`config.mk`:
```
export PLATFORM = sky130hd
export DESIGN_NAME = uart_autobaud
export DESIGN_NICKNAME = d
export VERILOG_FILES = /design/src/rtl/uart_autobaud.sv
export SDC_FILE = /design/constraint.sdc
export NUM_CORES = 1
export LEC_CHECK = 0
export CORE_ASPECT_RATIO = 1.5
export CORE_MARGIN = 2
export CORE_UTILIZATION = 35
export DETAILED_ROUTE_END_ITERATION = 10
export PLACE_DENSITY_LB_ADDON = 0.1
export SYNTH_ARGS = -nofsm -noshare
export SYNTH_HDL_FRONTEND = slang
export SYNTH_SLANG_ARGS = --single-unit
```
`constraint.sdc`:
```
create_clock -name clk_i -period 2.8 [get_ports clk_i]
set_input_delay 0.28 -clock clk_i [delete_from_list [all_inputs] [get_ports clk_i]]
set_output_delay 0.28 -clock clk_i [all_outputs]
set_load 0.05 [all_outputs]
```
`src/rtl/uart_autobaud.sv`:
```
// Measures the bit period of an incoming 0x55 calibration character and derives the
// 16x-oversampling baud divider. Optional pulse-width plausibility check: UART_AUTOBAUD_CHECK_EN.
module uart_autobaud #(
   parameter int unsigned DEFAULT_DIVIDER = 53,
   parameter int unsigned TIMEOUT_CYCLES  = 4194303
) (
   input  logic        clk_i,
   input  logic        rst_n_i,
   input  logic        start_i,
   input  logic        abort_i,
   input  logic        rx_i,
   output logic [14:0] divider_o,
   output logic        busy_o,
   output logic        done_o,
   output logic        error_o
);

   typedef enum logic [2:0] {IDLE, ARMED, MEASURE, WAIT_STOP, CALC} state_t;

   localparam logic [22:0] CntMax     = '1;
   localparam logic [22:0] TimeoutCnt = 23'(TIMEOUT_CYCLES);
   localparam logic [14:0] DefaultDiv = 15'(DEFAULT_DIVIDER);

   state_t      state_q;
   logic        rxPrev_q;
   logic        seenHigh_q;
   logic        busy_q;
   logic        done_q;
   logic        error_q;
   logic [22:0] periodCnt_q;
   logic [22:0] gapCnt_q;
   logic [1:0]  fallCnt_q;
   logic [14:0] divider_q;

   logic        fall;
   logic        rise;
   logic        edgeSeen;
   logic        widthBad;
   logic        calcOk;
   logic [16:0] quot;

   assign fall     = rxPrev_q & ~rx_i;
   assign rise     = ~rxPrev_q & rx_i;
   assign edgeSeen = fall | rise;

   // Eight bit times span 128 baud ticks, so a rounded C/128 is the tick period.
   assign quot   = 17'(({1'b0, periodCnt_q} + 24'd64) >> 7);
   assign calcOk = (quot != 17'd0) && (quot <= 17'd32768);

`ifdef UART_AUTOBAUD_CHECK_EN
   logic [22:0] startWidth_q;
   logic        widthSeen_q;
   logic [22:0] pulseWidth;
   logic [22:0] widthDiff;

   assign pulseWidth = gapCnt_q + 23'd1;
   assign widthDiff  = (pulseWidth >= startWidth_q) ? (pulseWidth - startWidth_q)
                                                    : (startWidth_q - pulseWidth);
   assign widthBad   = widthSeen_q && (widthDiff > (startWidth_q >> 2));

   // The start bit is the reference; every later pulse must stay within a quarter of it.
   always_ff @(posedge clk_i or negedge rst_n_i) begin
      if (!rst_n_i) begin
         startWidth_q <= '0;
         widthSeen_q  <= 1'b0;
      end else if (state_q == ARMED) begin
         widthSeen_q  <= 1'b0;
      end else if ((state_q == MEASURE) && rise && !widthSeen_q) begin
         startWidth_q <= pulseWidth;
         widthSeen_q  <= 1'b1;
      end
   end
`else
   assign widthBad = 1'b0;
`endif

   always_ff @(posedge clk_i or negedge rst_n_i) begin
      if (!rst_n_i) begin
         state_q     <= IDLE;
         rxPrev_q    <= 1'b1;
         seenHigh_q  <= 1'b0;
         busy_q      <= 1'b0;
         done_q      <= 1'b0;
         error_q     <= 1'b0;
         periodCnt_q <= '0;
         gapCnt_q    <= '0;
         fallCnt_q   <= '0;
         divider_q   <= DefaultDiv;
      end else begin
         rxPrev_q <= rx_i;
         done_q   <= 1'b0;
         error_q  <= 1'b0;
         if ((state_q != IDLE) && abort_i) begin
            state_q <= IDLE;
            busy_q  <= 1'b0;
         end else begin
            case (state_q)
               IDLE: begin
                  if (start_i) begin
                     state_q    <= ARMED;
                     busy_q     <= 1'b1;
                     gapCnt_q   <= '0;
                     seenHigh_q <= 1'b0;
                  end
               end
               ARMED: begin
                  gapCnt_q <= gapCnt_q + 23'd1;
                  if (gapCnt_q == TimeoutCnt) begin
                     state_q <= IDLE;
                     busy_q  <= 1'b0;
                     error_q <= 1'b1;
                  end else if (seenHigh_q && fall) begin
                     state_q     <= MEASURE;
                     periodCnt_q <= '0;
                     gapCnt_q    <= '0;
                     fallCnt_q   <= '0;
                  end else if (rx_i) begin
                     seenHigh_q <= 1'b1;
                  end
               end
               MEASURE: begin
                  if ((gapCnt_q == TimeoutCnt) || (periodCnt_q == CntMax) ||
                      (edgeSeen && widthBad)) begin
                     state_q <= IDLE;
                     busy_q  <= 1'b0;
                     error_q <= 1'b1;
                  end else begin
                     periodCnt_q <= periodCnt_q + 23'd1;
                     gapCnt_q    <= edgeSeen ? '0 : (gapCnt_q + 23'd1);
                     if (fall) begin
                        fallCnt_q <= fallCnt_q + 2'd1;
                        if (fallCnt_q == 2'd3) begin
                           state_q <= WAIT_STOP;
                        end
                     end
                  end
               end
               WAIT_STOP: begin
                  gapCnt_q <= gapCnt_q + 23'd1;
                  if (gapCnt_q == TimeoutCnt) begin
                     state_q <= IDLE;
                     busy_q  <= 1'b0;
                     error_q <= 1'b1;
                  end else if (rise) begin
                     state_q <= CALC;
                  end
               end
               CALC: begin
                  state_q <= IDLE;
                  busy_q  <= 1'b0;
                  if (calcOk) begin
                     divider_q <= 15'(quot - 17'd1);
                     done_q    <= 1'b1;
                  end else begin
                     error_q   <= 1'b1;
                  end
               end
               default: begin
                  state_q <= IDLE;
                  busy_q  <= 1'b0;
               end
            endcase
         end
      end
   end

   assign divider_o = divider_q;
   assign busy_o    = busy_q;
   assign done_o    = done_q;
   assign error_o   = error_q;

endmodule

```
==> flow_summary.json, run 1 <==
{
  "status": "complete, but fails checks",
  "violations": "negative setup slack",
  "crit_arrival_ns": 3.09,
  "netlist_area_mm2": 0.00451,
  "hold_viol_final": 0,
  "crit_path_start_kind": "register",
  "die_h_um": 143,
  "track_usage": 0.179,
  "worstPathRequired_ns": 3.02,
  "syn_nets": 534,
  "synthArstFlopShare": 1.00,
  "die_w_um": 96.7,
  "synth-seq-area-share": 0.395,
  "cts_sinks": 71,
  "grt_pass1_vias": 4054,
  "stdcell_count": 737,
  "placed_area_mm2": 0.00519,
  "tightest_slew_ns": 0.938,
  "ys_top_cells_by_count": "dfrtp_1 (66), nand2_1 (45), nor2_1 (45)",
  "io_buffers": 22,
  "timing.final.ws_setup_ns": -0.0708,
  "crit_fanout": 16,
  "route.detailed.drc": 0,
  "drive_above_1_share": 0.177,
  "r2r_start": "periodCnt_q[6]$_DFFE_PN0P_",
  "crit_start": "periodCnt_q[6]$_DFFE_PN0P_",
  "crit_type": "register to register",
  "pre_cts_slack_ns": -0.0942,
  "rsz0062_at_grt": "true",
  "dieArea_mm2": 0.0138,
  "htreeDepth": 3,
  "synth-edff-count": 0,
  "r2r_cells": 9,
  "clock_latency_ns": 0.34,
  "nets": 589,
  "cts-root-buf": "clkbuf_16",
  "row_count": 50,
  "design_area_mm2": 0.00554,
  "regToRegEndpoint": "divider_o[11]$_DFFE_PN0P_",
  "leakage_nw": 2.40,
  "pin_count": 23,
  "diodes": 0,
  "synthTopCellsByArea": "dfrtp_1 (37%), xnor2_1 (5.2%), o21ai_0 (4.4%), nand3_1 (3.8%), nand2_1 (3.7%)",
  "netlist.area_leader.share": 0.366,
  "finalClockSkew_ns": 0.00850,
  "grt_pass1_wl_mm": 20.1,
  "vdd_drop_max_uv": 438,
  "max_freq_mhz": 348,
  "yosys.area.top_type": "dfrtp_1",
  "dp.cells": 719,
  "routabilityCongestion": 0.867,
  "grt_max_degree": 72,
  "cts_tree": "yes",
  "drv_cap": 0,
  "antenna_found_initial": 0,
  "synthDistinctLibCells": 61,
  "cts_buffers": 9,
  "wl_mm": 11.7,
  "coreArea_mm2": 0.0125,
  "wl_per_cell_um": 15.8,
  "hold_class": "primary input to async pin",
  "crit_end": "divider_o[11]$_DFFE_PN0P_",
  "initial_core_util": 0.361,
  "powerDensity_mw_per_mm2": 585,
  "via_per_inst": 5.51,
  "antenna_left": 0,
  "grt_overflow": 0,
  "ys_warn_count": 0,
  "min_period_ns": 2.87,
  "drt_iter0_markers": 173,
  "syn_inst": 521,
  "dr.pass1.iters": 5,
  "synth.most_common_cell": "dfrtp_1",
  "clk_pin_slew_ns": 0.06,
  "dp.final_hpwl_mm": 8.46,
  "maxSlewHeadroom": 0.375,
  "ys_ff_latch": 71,
  "setup_viol": 14,
  "fin_util": 0.443,
  "syn_to_final_growth_pct": 22.7,
  "synthFlopType": "dfrtp_1",
  "power_mw": 3.24,
  "avgSynthCellArea_um2": 8.66,
  "reg2reg_setup_slack_ns": -0.07,
  "vias": 4062,
  "fin_crit_sh": 1.03,
  "finalMaxSlewViolations": 0,
  "endpoint_kind": "register",
  "clk_path_buf_depth": 2
}
how the worst min path moves through the flow:
stage	from	end	slack (ns)
after floorplan	rst_n_i	busy_o$_DFFE_PN0P_	-0.02
after global placement	periodCnt_q[3]$_DFFE_PN0P_	periodCnt_q[3]$_DFFE_PN0P_	0.47
after detailed placement	gapCnt_q[7]$_DFFE_PN0P_	gapCnt_q[7]$_DFFE_PN0P_	0.48
after CTS	rst_n_i	divider_o[3]$_DFFE_PN0P_	0.13
after global routing	rst_n_i	divider_o[3]$_DFFE_PN0P_	0.17
final	rst_n_i	divider_o[3]$_DFFE_PN0P_	0.09
power by group:
group	leakage (nW)	total, mW	switching [mW]	internal (mW)
registers	0.948	1.16	0.0686	1.09
clock network	0.144	1.18	0.475	0.710
logic	1.31	0.896	0.572	0.325
registers in the layout, indices dropped and copies added, names as in the netlist, 2 cells and up:
name,count
divider_o,15
periodCnt_q,23
fallCnt_q,2
state_q,3
gapCnt_q,23
through the flow:
step	setup TNS [ns]	hold WS, ns
after CTS	-0.893	0.125
after global routing	-2.24	0.171
final	-0.804	0.0879
after global placement	-0.685	0.472
after detailed placement	-0.748	0.478
after floorplan	-1.32	-0.0156
timing repair:
item / CTS / global route
setup endpoints to repair: 13 / 27
endpoints found under the hold margin: 0 / 0
setup buffers: 2 / 0
hold buffers: 0 / 0
resized for setup: 3 / 5
pin swaps: 0 / 0
critical path: stages, from the launching register on:
cell and delay (ns):
dfrtp_1 0.38, ha_2 0.18, or3_1 0.37, a2111o_1 0.41, a211oi_2 0.24, nand4_1 0.12, or3_4 0.36, mux2i_4 0.20
buf_12 0.18, mux2_4 0.30
logic make-up (layout without fill, tap and decap cells):
family / count (synthesis) / count (layout) / synth area share
muxes: 18 / 18 / 0.0513
xor gates and xnor gates: 35 / 35 / 0.0679
buffers and inverters: 54 / 114 / 0.0518
DFF: 71 / 71 / 0.395
adders and majority gates: 8 / 8 / 0.0222
and+or+nand+nor: 220 / 220 / 0.248
AOI/OAI and AO/OA: 115 / 115 / 0.164
routing by layer:
layer | vias to the layer above | wire length [µm] | track usage
li1 | 1995 | - | -
met5 | - | 0 | 0
met1 | 1937 | 4780 | 0.204
met4 | 0 | 312 | 0.0778
met2 | 108 | 6140 | 0.327
met3 | 22 | 422 | 0.0318
placed cells by master (no fill, tap or decap), types with 14 or more instances in the layout:
| cell | synthesis | routed |
|---|---|---|
| a21oi_1 | 19 | 19 |
| nand2_1 | 45 | 45 |
| nor3_1 | 16 | 14 |
| buf_4 | 0 | 51 |
| dfrtp_1 | 66 | 66 |
| nor4_1 | 16 | 16 |
| o21ai_0 | 40 | 40 |
| nor2_1 | 45 | 45 |
| clkdlybuf4s50_1 | 0 | 21 |
| inv_1 | 24 | 24 |
| xnor2_1 | 27 | 27 |
| nand3_1 | 34 | 34 |
cell type report:
class	instances	area (µm²)
flip-flops and latches	71	1780
fillers	1249	6970
clock buffers	10	239
multi-input cells	396	2540
well taps	156	195
repair buffers	74	633
inverters	24	90.1
clock inverters	6	60.1
No activity file was read; power rests on OpenSTA's default activity.
==> run 2: changes to the inputs <==
Settings changed: ABC_AREA set to 1.
==> run 2 against run 1 <==
Sequential share of layout area increased by 0.54 points. The run now ends clean. Die area increased by 3.5%. Critical path depth increased by 6. Hold slack got worse by 0.0019 ns. Clock power increased by 14%. Clock skew decreased by 0.0025 ns. Fmax increased by 14%. Via count increased by 4.2%. Synthesized cell count increased by 26%. Utilization decreased by 2.4 points. Critical path type unchanged.
==> flow_summary.json, run 2 <==
{
  "status": "completed",
  "maxSlewHeadroom": 0.370,
  "clock_latency_ns": 0.34,
  "hold_viol_final": 0,
  "syn_inst": 656,
  "powerDensity_mw_per_mm2": 732,
  "synthTopCellsByArea": "dfrtp_1 (35%), nand2_1 (16%), nor2_1 (6.6%), xor2_1 (5.6%), inv_1 (5.5%)",
  "syn_to_final_growth_pct": 16.4,
  "clk_pin_slew_ns": 0.06,
  "dieArea_mm2": 0.0143,
  "synth.most_common_cell": "nand2_1",
  "final_common_cell": "nand2_1",
  "drt_iter0_markers": 175,
  "wl_mm": 12.6,
  "track_usage": 0.179,
  "finalClockSkew_ns": 0.00605,
  "drv_cap": 0,
  "routabilityCongestion": 0.934,
  "row_count": 51,
  "fin_util": 0.418,
  "p_seq_frac": 0.316,
  "synthDistinctLibCells": 38,
  "synth-seq-area-share": 0.381,
  "ys_warn_count": 0,
  "pin_count": 23,
  "max_freq_mhz": 395,
  "rsz0062_at_grt": "false",
  "synth-edff-count": 0,
  "p_comb_frac": 0.348,
  "netlist_area_mm2": 0.00468,
  "grt_pass1_wl_mm": 20.4,
  "worstPathRequired_ns": 3.08,
  "vdd_drop_max_uv": 353,
  "nets": 701,
  "p_int_mw": 2.47,
  "crit_arrival_ns": 2.81,
  "yosys.area.top_type": "dfrtp_1",
  "power_mw": 3.99,
  "syn_nets": 669,
  "synthArstFlopShare": 1.00,
  "cts_buffers": 9,
  "crit_path_start_kind": "register",
  "cts_tree": "yes",
  "antenna_left": 0,
  "p_sw_mw": 1.52,
  "layout_common_cells": "nand2_1 (196), nor2_1 (82), inv_1 (69)",
  "die_h_um": 146,
  "diodes": 0,
  "crit_type": "register to register",
  "dr.pass1.iters": 4,
  "synthFlopType": "dfrtp_1",
  "cts_resized": 0,
  "drive_above_1_share": 0.105,
  "setup_viol": 0,
  "via_per_inst": 4.97,
  "cts_sinks": 71,
  "htreeDepth": 3,
  "grt_max_degree": 72,
  "route.detailed.drc": 0,
  "clk_path_buf_depth": 2,
  "hold_class": "primary input to async pin",
  "finalSetupTns_ns": 0,
  "avgSynthCellArea_um2": 7.13,
  "vias": 4232,
  "design_area_mm2": 0.00545,
  "leakage_nw": 2.41,
  "antenna_found_initial": 0,
  "min_period_ns": 2.53,
  "cts-root-buf": "clkbuf_16",
  "grt_pass1_vias": 4123,
  "p_clk_frac": 0.336,
  "swShare": 0.381,
  "endpoint_kind": "register",
  "dp.final_hpwl_mm": 9.70,
  "crit_fanout": 26,
  "placed_area_mm2": 0.00511,
  "fin_crit_sh": 0.903,
  "initial_core_util": 0.359,
  "cts_setup_buffers": 0,
  "ys_ff_latch": 71,
  "cts_hold_buf": 0,
  "tightest_slew_ns": 0.944,
  "io_buffers": 22,
  "ys_top_cells_by_count": "nand2_1 (196), nor2_1 (82), inv_1 (69)",
  "die_w_um": 98.4,
  "wl_per_cell_um": 14.8,
  "finalMaxSlewViolations": 0,
  "grt_overflow": 0,
  "coreArea_mm2": 0.0130,
  "netlist.area_leader.share": 0.353
}
run 2: cell count changes after synthesis, moves of 13 or more:
cell      change
nand2_1     +151
inv_1        +45
nor2_1       +37
xor2_1       +22
xnor2_1      -19
clkbuf_1     -17
nor4_1       -13
run 2: power groups by stage:
stage / Clock (mW) / Sequential (mW) / Combinational (mW)
final: 1.34 / 1.26 / 1.39
after global routing: 1.42 / 1.27 / 1.53
after global placement: 0 / 1.28 / 1.40
after detailed placement: 0 / 1.28 / 1.40
after floorplan: 0 / 1.47 / 0.726
after CTS: 1.37 / 1.26 / 1.40
run 2: cells by family after synthesis:
kind of cell | after synthesis | synth area share
DFF | 71 | 0.381
and+or+nand+nor | 388 | 0.368
xor gates and xnor gates | 38 | 0.0711
AOI/OAI and AO/OA | 67 | 0.0861
adders and majority gates | 8 | 0.0214
buffers and inverters | 84 | 0.0722
run 2: path summary, 6_finish.rpt:
path | startpoint | endpoint | slack (ns) | depth (start not counted)
min reg2reg | busy_o$_DFFE_PN0P_ | busy_o$_DFFE_PN0P_ | 0.47 | 2
max reg2reg | periodCnt_q[7]$_DFFE_PN0P_ | divider_o[13]$_DFFE_PN0P_ | 0.27 | 15
max | periodCnt_q[7]$_DFFE_PN0P_ | divider_o[13]$_DFFE_PN0P_ | 0.27 | 15
min in group clk_i | rx_i | rxPrev_q$_DFF_PN1_ | 0.43 | 1
max in group asynchronous | rst_n_i | gapCnt_q[2]$_DFFE_PN0P_ | 2.11 | 1
min | rst_n_i | divider_o[13]$_DFFE_PN0P_ | 0.09 | 1
run 2: worst max-delay path: stages (launching register included):
cell and delay [ns]:
dfrtp_1 0.43, ha_1 0.31, nand2_1 0.12, nor2_2 0.20, nand2_2 0.12, nand2_1 0.08
nand2_2 0.08, nor2_1 0.10, nand2_1 0.09, nor2_2 0.14, nand3_1 0.11, nand2_2 0.09
nand3_4 0.27, inv_2 0.20, nand2_1 0.07, nand2_1 0.05
run 2: final cells by class:
type	instances	area, µm²
inverters	73	274
clock inverters	3	90.1
multi-input cells	501	2560
clock buffers	13	250
flip-flops and latches	71	1780
fillers	1392	7570
repair buffers	32	293
well taps	159	199
run 2: routing by layer:
metal,wire [µm],track usage,vias up,share of wire
li1,-,-,2155,-
met1,5120,0.200,1997,0.41
met2,6790,0.329,57,0.54
met3,263,0.0341,23,0.021
met4,410,0.0740,0,0.033
met5,0,0,-,0
run 2: stage by stage:
| step | setup WS, ns | hold slack [ns] | cells |
|---|---|---|---|
| final | 0.271 | 0.0859 | 852 |
| after global routing | 0.00359 | 0.174 | 852 |
| after CTS | 0.239 | 0.127 | 852 |
| after detailed placement | 0.258 | 0.461 | 836 |
| after global placement | 0.319 | 0.456 | 836 |
| after floorplan | 0.679 | -0.0156 | 656 |
==> run 3: changes to the inputs <==
Settings changed: CAP_MARGIN set to 25.
==> run 3 against run 2 <==
Largest power group unchanged. Combinational power about the same. Critical path type unchanged. Clock power about the same. Via count down 0.28%. Utilization up 0.29 points. Worst setup slack worse by 0.012 ns. Design area up 0.69%.
==> flow_summary.json, run 3 (synthesized netlist as in run 2, its figures left out) <==
{
  "status": "completed",
  "powerDensity_mw_per_mm2": 728,
  "leakage_nw": 2.43,
  "initial_core_util": 0.359,
  "track_usage": 0.179,
  "slowest_delay_ns": 0.43,
  "row_count": 51,
  "path_delay_family": "simple AND/OR/NAND/NOR gates",
  "crit_end": "divider_o[13]$_DFFE_PN0P_",
  "cts_tree": "yes",
  "vdd_drop_max_uv": 347,
  "vias": 4220,
  "crit_arrival_ns": 2.82,
  "antenna_left": 0,
  "swShare": 0.380,
  "io_buffers": 22,
  "crit_top_cell": "nand2_1",
  "p_seq_frac": 0.316,
  "worstPathRequired_ns": 3.08,
  "power_mw": 3.99,
  "cp_slowest_cell": "dfrtp_1",
  "reg2reg_setup_slack_ns": 0.26,
  "maxSlewHeadroom": 0.605,
  "coreArea_mm2": 0.0130,
  "hold_class": "primary input to async pin",
  "tightest_slew_ns": 0.592,
  "regToRegEndpoint": "divider_o[13]$_DFFE_PN0P_",
  "path_depth": 15,
  "top_layer_used": "met4",
  "clk_path_buf_depth": 2,
  "setup_viol": 0,
  "dp.final_hpwl_mm": 9.70,
  "p_int_mw": 2.47,
  "fin_crit_sh": 0.908,
  "crit_path_start_kind": "register",
  "dp.cells": 836,
  "die_w_um": 98.4,
  "die_h_um": 146,
  "clk_pin_slew_ns": 0.06,
  "p_comb_frac": 0.350,
  "grt_pass1_vias": 4123,
  "finalSetupTns_ns": 0,
  "drt_iter0_markers": 178,
  "drt-met1-wl_mm": 5.24,
  "dr.pass1.iters": 4,
  "drive_above_1_share": 0.106,
  "dieArea_mm2": 0.0143,
  "finalClockSkew_ns": 0.00639,
  "r2r_cells": 15,
  "wl_per_cell_um": 14.8,
  "layout_common_cells": "nand2_1 (196), nor2_1 (82), inv_1 (69)",
  "cts_setup_buffers": 0,
  "antenna_found_initial": 0,
  "final_common_cell": "nand2_1",
  "route.detailed.drc": 0,
  "grt_overflow": 0,
  "grt_max_degree": 72,
  "htreeDepth": 3,
  "stdcell_count": 854,
  "rsz0062_at_grt": "false",
  "endpoint_kind": "register",
  "pin_count": 23,
  "clock_latency_ns": 0.34,
  "nets": 703,
  "p_clk_frac": 0.334,
  "r2r_start": "periodCnt_q[7]$_DFFE_PN0P_",
  "finalMaxSlewViolations": 0,
  "via_per_inst": 4.94,
  "crit_start": "periodCnt_q[7]$_DFFE_PN0P_",
  "crit_type": "register to register",
  "hold_viol_final": 0,
  "min_period_ns": 2.54,
  "crit_chain": "ha_1 > nand2_1 > nor2_2 > nand2_2 > nand2_1 > nand2_2 > nor2_1 > nand2_1 > nor2_2 > nand3_1 > nand2_2 > nand3_4 > inv_2 > nand2_1 > nand2_1",
  "cts_buffers": 9,
  "syn_to_final_growth_pct": 17.2,
  "crit_fanout": 26,
  "diodes": 0,
  "grt_pass1_wl_mm": 20.4,
  "wl_mm": 12.6,
  "crit_buf_inv": 1,
  "dr_wl_met3_um": 200,
  "p_sw_mw": 1.52,
  "max_freq_mhz": 393,
  "cts_sinks": 71,
  "cts-root-buf": "clkbuf_16",
  "routabilityCongestion": 0.934,
  "routed-wl-met2_mm": 6.84,
  "drv_cap": 0
}
[run 3: cell types whose count changed in the layout (fill, tap and decap cells not counted)]
cell	change
dlygate4sd3_1	+1
buf_16	+1
[run 3: worst min path at each step]
stage / endpoint / slack [ns] / cells after the start
2_1_floorplan: busy_o$_DFFE_PN0P_ / -0.02 / 0
3_3_place_gp: busy_o$_DFFE_PN0P_ / 0.46 / 2
3_5_place_dp: busy_o$_DFFE_PN0P_ / 0.46 / 2
4_1_cts: done_o$_DFF_PN0_ / 0.13 / 1
5_1_grt: done_o$_DFF_PN0_ / 0.28 / 2
6_report: divider_o[13]$_DFFE_PN0P_ / 0.29 / 2
[run 3: final cells by class]
class | instances | area (µm²)
fillers | 1388 | 7530
inverters | 73 | 274
clock inverters | 3 | 90.1
clock buffers | 13 | 250
well taps | 159 | 199
flip-flops and latches | 71 | 1780
repair buffers | 34 | 330
multi-input cells | 501 | 2560
[run 3: per-layer routing]
metal,up-vias,global-route usage
met3,20,0.0341
met2,45,0.329
li1,2157,-
met4,0,0.0740
met1,1998,0.200
met5,-,0
[run 3: metrics by stage]
stage	worst slack (ns)	area, µm²	hold WS, ns	util
after floorplan	0.679	4680	-0.0156	-
after global placement	0.319	5110	0.456	0.392
after detailed placement	0.258	5110	0.461	0.392
after CTS	0.239	5450	0.127	0.418
after global routing	0.00359	5480	0.278	0.421
final	0.258	5480	0.286	0.421
[run 3: power by group through the flow]
stage / clock (mW) / sequential (mW) / combinational [mW]
finish: 1.33 / 1.26 / 1.40
global route: 1.42 / 1.27 / 1.53
CTS: 1.37 / 1.26 / 1.40
detailed placement: 0 / 1.28 / 1.40
global placement: 0 / 1.28 / 1.40
floorplan: 0 / 1.47 / 0.726
[run 3: what timing repair did]
action | CTS | global route
hold buffers | 0 | 1
hold endpoints to repair | 0 | 3
gates resized for setup | 0 | 0
